### config.mk
export PLATFORM = sky130hd
export DESIGN_NAME = input_debouncer
export DESIGN_NICKNAME = d
export VERILOG_FILES = /design/src/rtl/io_pkg.sv /design/src/rtl/debounce_bit.sv /design/src/rtl/input_debouncer.sv
export SDC_FILE = /design/constraint.sdc
export NUM_CORES = 1
export LEC_CHECK = 0
export CORE_MARGIN = 3
export CORE_UTILIZATION = 35
export DETAILED_ROUTE_END_ITERATION = 10
export HOLD_SLACK_MARGIN = 0.05
export PLACE_DENSITY = 0.5
export REMOVE_ABC_BUFFERS = 1
export SLEW_MARGIN = 20
export SYNTH_ARGS = -nofsm -noshare
export SYNTH_HDL_FRONTEND = slang
export SYNTH_SLANG_ARGS = --single-unit
### constraint.sdc
create_clock -name i_clk -period 3.9 [get_ports i_clk]
set_input_delay 0.39 -clock i_clk [delete_from_list [all_inputs] [get_ports i_clk]]
set_output_delay 0.39 -clock i_clk [all_outputs]
set_load 0.02 [all_outputs]
### src/rtl/io_pkg.sv
// Shared defaults and helpers for the board input conditioning path.
// Latency: n/a (constants and a constant function only).
// Backpressure: n/a.
package io_pkg;

    localparam int SW_W_DEF       = 32;
    localparam int BTN_W_DEF      = 4;
    localparam int TICK_DIV_DEF   = 50000;
    localparam int STABLE_CNT_DEF = 4;

    // Prescaler counter width; a divide-by-1 still needs one bit of counter.
    function automatic int prescaler_w(input int div);
        int w;
        w = $clog2(div);
        return (w < 1) ? 1 : w;
    endfunction

endpackage

### src/rtl/debounce_bit.sv
// One-bit synchroniser + sample-history debouncer with a registered rise pulse.
// Latency: 2 sync flops, then STABLE_CNT equal samples on i_tick before o_level moves.
// Backpressure: none; free-running on every cycle, state only advances on i_tick.
module debounce_bit
    import io_pkg::*;
#(
    parameter int STABLE_CNT = STABLE_CNT_DEF
) (
    input  logic i_clk,
    input  logic i_rst,
    input  logic i_raw,
    input  logic i_tick,
    output logic o_level,
    output logic o_rise
);

    logic                  sync_1;
    logic                  sync_2;
    logic [STABLE_CNT-2:0] hist;
    logic [STABLE_CNT-1:0] window;
    logic                  level_nxt;

    // Current synchronised sample joined to the stored history forms the decision window.
    always_comb begin
        window = {hist, sync_2};
    end

    // Move only on a unanimous window; any mixed window keeps the previous level.
    always_comb begin
        level_nxt = o_level;
        if (&window) begin
            level_nxt = 1'b1;
        end else if (~|window) begin
            level_nxt = 1'b0;
        end
    end

    // Synchroniser runs every cycle; history, level and rise pulse update on ticks only.
    always_ff @(posedge i_clk) begin
        if (i_rst) begin
            sync_1  <= 1'b0;
            sync_2  <= 1'b0;
            hist    <= '0;
            o_level <= 1'b0;
            o_rise  <= 1'b0;
        end else begin
            sync_1 <= i_raw;
            sync_2 <= sync_1;
            o_rise <= 1'b0;
            if (i_tick) begin
                hist    <= window[STABLE_CNT-2:0];
                o_level <= level_nxt;
                o_rise  <= level_nxt & ~o_level;
            end
        end
    end

endmodule

### src/rtl/input_debouncer.sv
// Synchronises and debounces slide switches and push-buttons; one-cycle press pulses.
// Latency: 2 + (STABLE_CNT-1)*TICK_DIV + 1 .. 2 + STABLE_CNT*TICK_DIV cycles pin-to-output.
// Backpressure: none; outputs are plain levels/pulses sampled by the input buffer.
module input_debouncer
    import io_pkg::*;
#(
    parameter int SW_W           = SW_W_DEF,
    parameter int BTN_W          = BTN_W_DEF,
    parameter int TICK_DIV       = TICK_DIV_DEF,
    parameter int STABLE_CNT     = STABLE_CNT_DEF,
    parameter bit BTN_ACTIVE_LOW = 1'b1
) (
    input  logic             i_clk,
    input  logic             i_rst,
    input  logic [SW_W-1:0]  i_sw_raw,
    input  logic [BTN_W-1:0] i_btn_raw,
    output logic [SW_W-1:0]  o_io_sw,
    output logic [BTN_W-1:0] o_io_btn,
    output logic [BTN_W-1:0] o_btn_press,
    output logic             o_tick
);

    localparam int               CNT_W    = prescaler_w(TICK_DIV);
    localparam logic [CNT_W-1:0] CNT_LAST = CNT_W'(TICK_DIV - 1);

    logic [CNT_W-1:0] cnt;
    logic             tick;
    logic [BTN_W-1:0] btn_in;
    logic [SW_W-1:0]  sw_rise_unused;

    // The sample is taken on the same edge the counter wraps, so no tick is skipped or doubled.
    assign tick = (cnt == CNT_LAST);

    // Buttons are normalised to pressed = 1 before they ever reach a flop.
    assign btn_in = BTN_ACTIVE_LOW ? ~i_btn_raw : i_btn_raw;

    // Shared prescaler: counts 0..TICK_DIV-1 and mirrors the tick onto o_tick one edge later.
    always_ff @(posedge i_clk) begin
        if (i_rst) begin
            cnt    <= '0;
            o_tick <= 1'b0;
        end else begin
            cnt    <= tick ? '0 : cnt + CNT_W'(1);
            o_tick <= tick;
        end
    end

    for (genvar i = 0; i < SW_W; i++) begin : g_sw
        debounce_bit #(
            .STABLE_CNT (STABLE_CNT)
        ) u_db (
            .i_clk   (i_clk),
            .i_rst   (i_rst),
            .i_raw   (i_sw_raw[i]),
            .i_tick  (tick),
            .o_level (o_io_sw[i]),
            .o_rise  (sw_rise_unused[i])
        );
    end

    for (genvar i = 0; i < BTN_W; i++) begin : g_btn
        debounce_bit #(
            .STABLE_CNT (STABLE_CNT)
        ) u_db (
            .i_clk   (i_clk),
            .i_rst   (i_rst),
            .i_raw   (btn_in[i]),
            .i_tick  (tick),
            .o_level (o_io_btn[i]),
            .o_rise  (o_btn_press[i])
        );
    end

endmodule

==> metrics.txt <==
outcome finished clean; most instantiated flip-flop cell in the synthesis netlist sky130_fd_sc_hd__dfxtp_1; Seq/Total Area, Yosys 55.00%; CP Data Arrival Time about 2.7 ns; actual slew at the worst max-slew pin approximately 0.85 ns; synthesized netlist cell count 983; remaining routing DRC violations 0; largest vdd supply drop ~210 uV; CTS tree yes; Synthesis Warnings 0; cell area after synthesis 8626 sq um; total leakage power between 3 and 4 nW; via-per-instance ratio 4.657; required time worst endpoint 4.33 ns; clock root buffer master sky130_fd_sc_hd__clkbuf_16; sum of net half-perimeters after detailed placement 8929 um; synthesis-stage register bit count 237; leading cell types by total area after synthesis sky130_fd_sc_hd__dfxtp_1, sky130_fd_sc_hd__nand2_1, sky130_fd_sc_hd__a21oi_1; worst hold slack 0.3526 ns; Max Transition Viols Final 0; via count of the first global-routing pass 5,858; worst-case headroom to the max-slew limit 43.33%; pin count of the biggest net entering global routing between 100 and 150; cells along the critical path ha_1, nand3_1, and4b_4, buf_4, nand2_1, a21oi_1; final net count 1,037; global-route wire length before repair around 28,000 um; total power 5.104 mW; final antenna diode count 0; starting DRC count in detailed routing 333; most numerous cell in the Yosys netlist sky130_fd_sc_hd__nand2_1; source-to-sink clock delay at the later pin of the worst-skew pair 0.52 ns; setup repair after global routing missed its margin no; number of buffers added on ports 78; worst setup slack after layout 1.600 ns; Max stage delay cell, worst path sky130_fd_sc_hd__and4b_4; Hold Buf Count CTS 0; class of the tightest hold or removal check in2reg; area delta synth->final 18.33%; GR Util All Layers between 10% and 20%; Antenna Violating Nets Remaining 0; antenna violations before repair 0; area of all placed cells without fillers between 10,000 and 15,000 sq um; die area 26,560 sq um; crit end category flip-flop; number of cell rows 56; grt total ovfl 0; count of clock tree sinks around 240; Worst Setup Slack post-DPL 1.662 ns; proportion of netlist area held by the largest area contributor 55.00%; synth unique cells 29; number of vias after detailed routing 6,222; number of CTS-inserted buffers 27; die boundary width about 160 um; Final Routed Wirelength 15,930 um; crit path kind reg2reg; time the final worst path needs with I/O delays and setup 2.300 ns; setup TNS after final layout 0 ns; power density over the cells between 500 and 600 nW/um^2; number of detailed-route iterations in the first pass 4; Largest stage delay, worst path 0.70 ns; mean post-synth cell area 8.775 sq um; number of fill cells approximately 2,400; post-CTS sizing 0; global placer's final weighted congestion 0.7190; number of hold-slack violations in the final timing report 0; Clk pin slew, worst setup/hold paths roughly 0.060 ns; number of buffers inserted to repair setup after CTS 0; final period utilization 58.98%; die height 163.0 um; Final Non-Filler Cells 1,336; Post-synth top cells sky130_fd_sc_hd__nand2_1, sky130_fd_sc_hd__dfxtp_1, sky130_fd_sc_hd__a21oi_1; largest fanout on the critical path 40; Floorplan Core Area approximately 24,000 sq um; worst clock skew 0.007556 ns; I/O Pins approximately 80; fraction of final layout cells sized beyond drive strength 1 5.211%; number of H-tree branching levels 1; Yosys top cell by area sky130_fd_sc_hd__dfxtp_1; buffer depth of the longest clock path 3; placed cell area 9299 sq um; max-cap violations 0; starting density of the core approximately 36%; share of flip-flops with an asynchronous set or reset after synthesis 0%; endpoints failing setup 0; final core utilization 42.85%; detailed-route wire length per cell 11.92 um; peak clock frequency supported by timing around 430 MHz; number of synthesized flops with an enable pin 0; count of placed standard cells including taps 1,288; Worst Setup Start Kind flip-flop
## cells in the final DEF (no fill, tap or decap), types with 6 or more instances in the layout
cell                              netlist  final
sky130_fd_sc_hd__nand2_1              253    253
sky130_fd_sc_hd__clkbuf_16              0     27
sky130_fd_sc_hd__nor4_1                10     10
sky130_fd_sc_hd__clkbuf_8               0      9
sky130_fd_sc_hd__and4_1                32     32
sky130_fd_sc_hd__o21ai_0               32     32
sky130_fd_sc_hd__clkdlybuf4s50_1        0     77
sky130_fd_sc_hd__nor2_1                25     25
sky130_fd_sc_hd__nor2b_1               68     68
sky130_fd_sc_hd__nand4_1                6      6
sky130_fd_sc_hd__dfxtp_1              237    237
sky130_fd_sc_hd__inv_1                  6      6
sky130_fd_sc_hd__xnor2_1               12     12
sky130_fd_sc_hd__a21oi_1              146    146
sky130_fd_sc_hd__or4_1                 32     32
## worst max-delay path, delay by kind of cell (launching register included)
kind / cells / cell delay, ns
AO/OA/AOI/OAI: 1 / 0.15
adder cells (fa/ha/maj): 1 / 0.23
buffers and inverters: 1 / 0.47
flip-flops: 1 / 0.38
AND/OR/NAND/NOR: 3 / 0.94
## report_power, final
part           internal (mW)  leakage (nW)  switching, mW
combinational         0.0612          1.17         0.0542
sequential              2.46          1.92         0.0166
clock                   1.57         0.454          0.947
total                   4.09          3.55           1.02
## flip-flops by register name, indices dropped and copies added, names as in the netlist, 12 cells and up
register,flops
g_sw.u_db.hist,96
g_sw.u_db.o_level,32
g_sw.u_db.sync_1,32
g_sw.u_db.sync_2,32
cnt,16
g_btn.u_db.hist,12
## layout make-up
cell class | instances | area [sq um] | share of cell area [%]
multi-input cells | 643 | 3288 | 32.21
inverters | 6 | 22.52 | 0.2206
well taps | 319 | 399.1 | 3.910
clock buffers | 40 | 814.5 | 7.980
clock inverters | 8 | 93.84 | 0.9193
flip-flops and latches | 237 | 4745 | 46.48
repair buffers | 83 | 844.6 | 8.274
## cells by family after synthesis
kind of cell / after synthesis / synth area share, %
flops: 237 / 55.00
compound gates: 182 / 10.65
simple gates: 446 / 25.86
buf+inv: 103 / 6.919
fa+ha+maj: 1 / 0.1450
xor+xnor: 14 / 1.422
## layer usage
layer / vias to the layer above / track usage (%) / part of all wire [%]
li1: 3302 / - / -
met1: 2805 / 16.17 / 50
met2: 82 / 19.48 / 43
met3: 33 / 2.543 / 4.7
met4: 0 / 3.652 / 2.4
met5: - / 0 / 0
## worst paths after layout
check | from | end | slack, ns | cells after the start
worst max-delay path | cnt[0]$_SDFF_PP0_ | g_sw[23].u_db.o_level$_SDFFE_PP0P_ | 1.60 | 6
worst min-delay path | i_rst | g_btn[2].u_db.hist[2]$_SDFFE_PP0N_ | 0.35 | 2
worst max register to register | cnt[0]$_SDFF_PP0_ | g_sw[23].u_db.o_level$_SDFFE_PP0P_ | 1.60 | 6
worst min register to register | g_sw[26].u_db.sync_1$_SDFF_PP0_ | g_sw[26].u_db.sync_2$_SDFF_PP0_ | 0.43 | 1
Power figures use the tool's default switching activity.
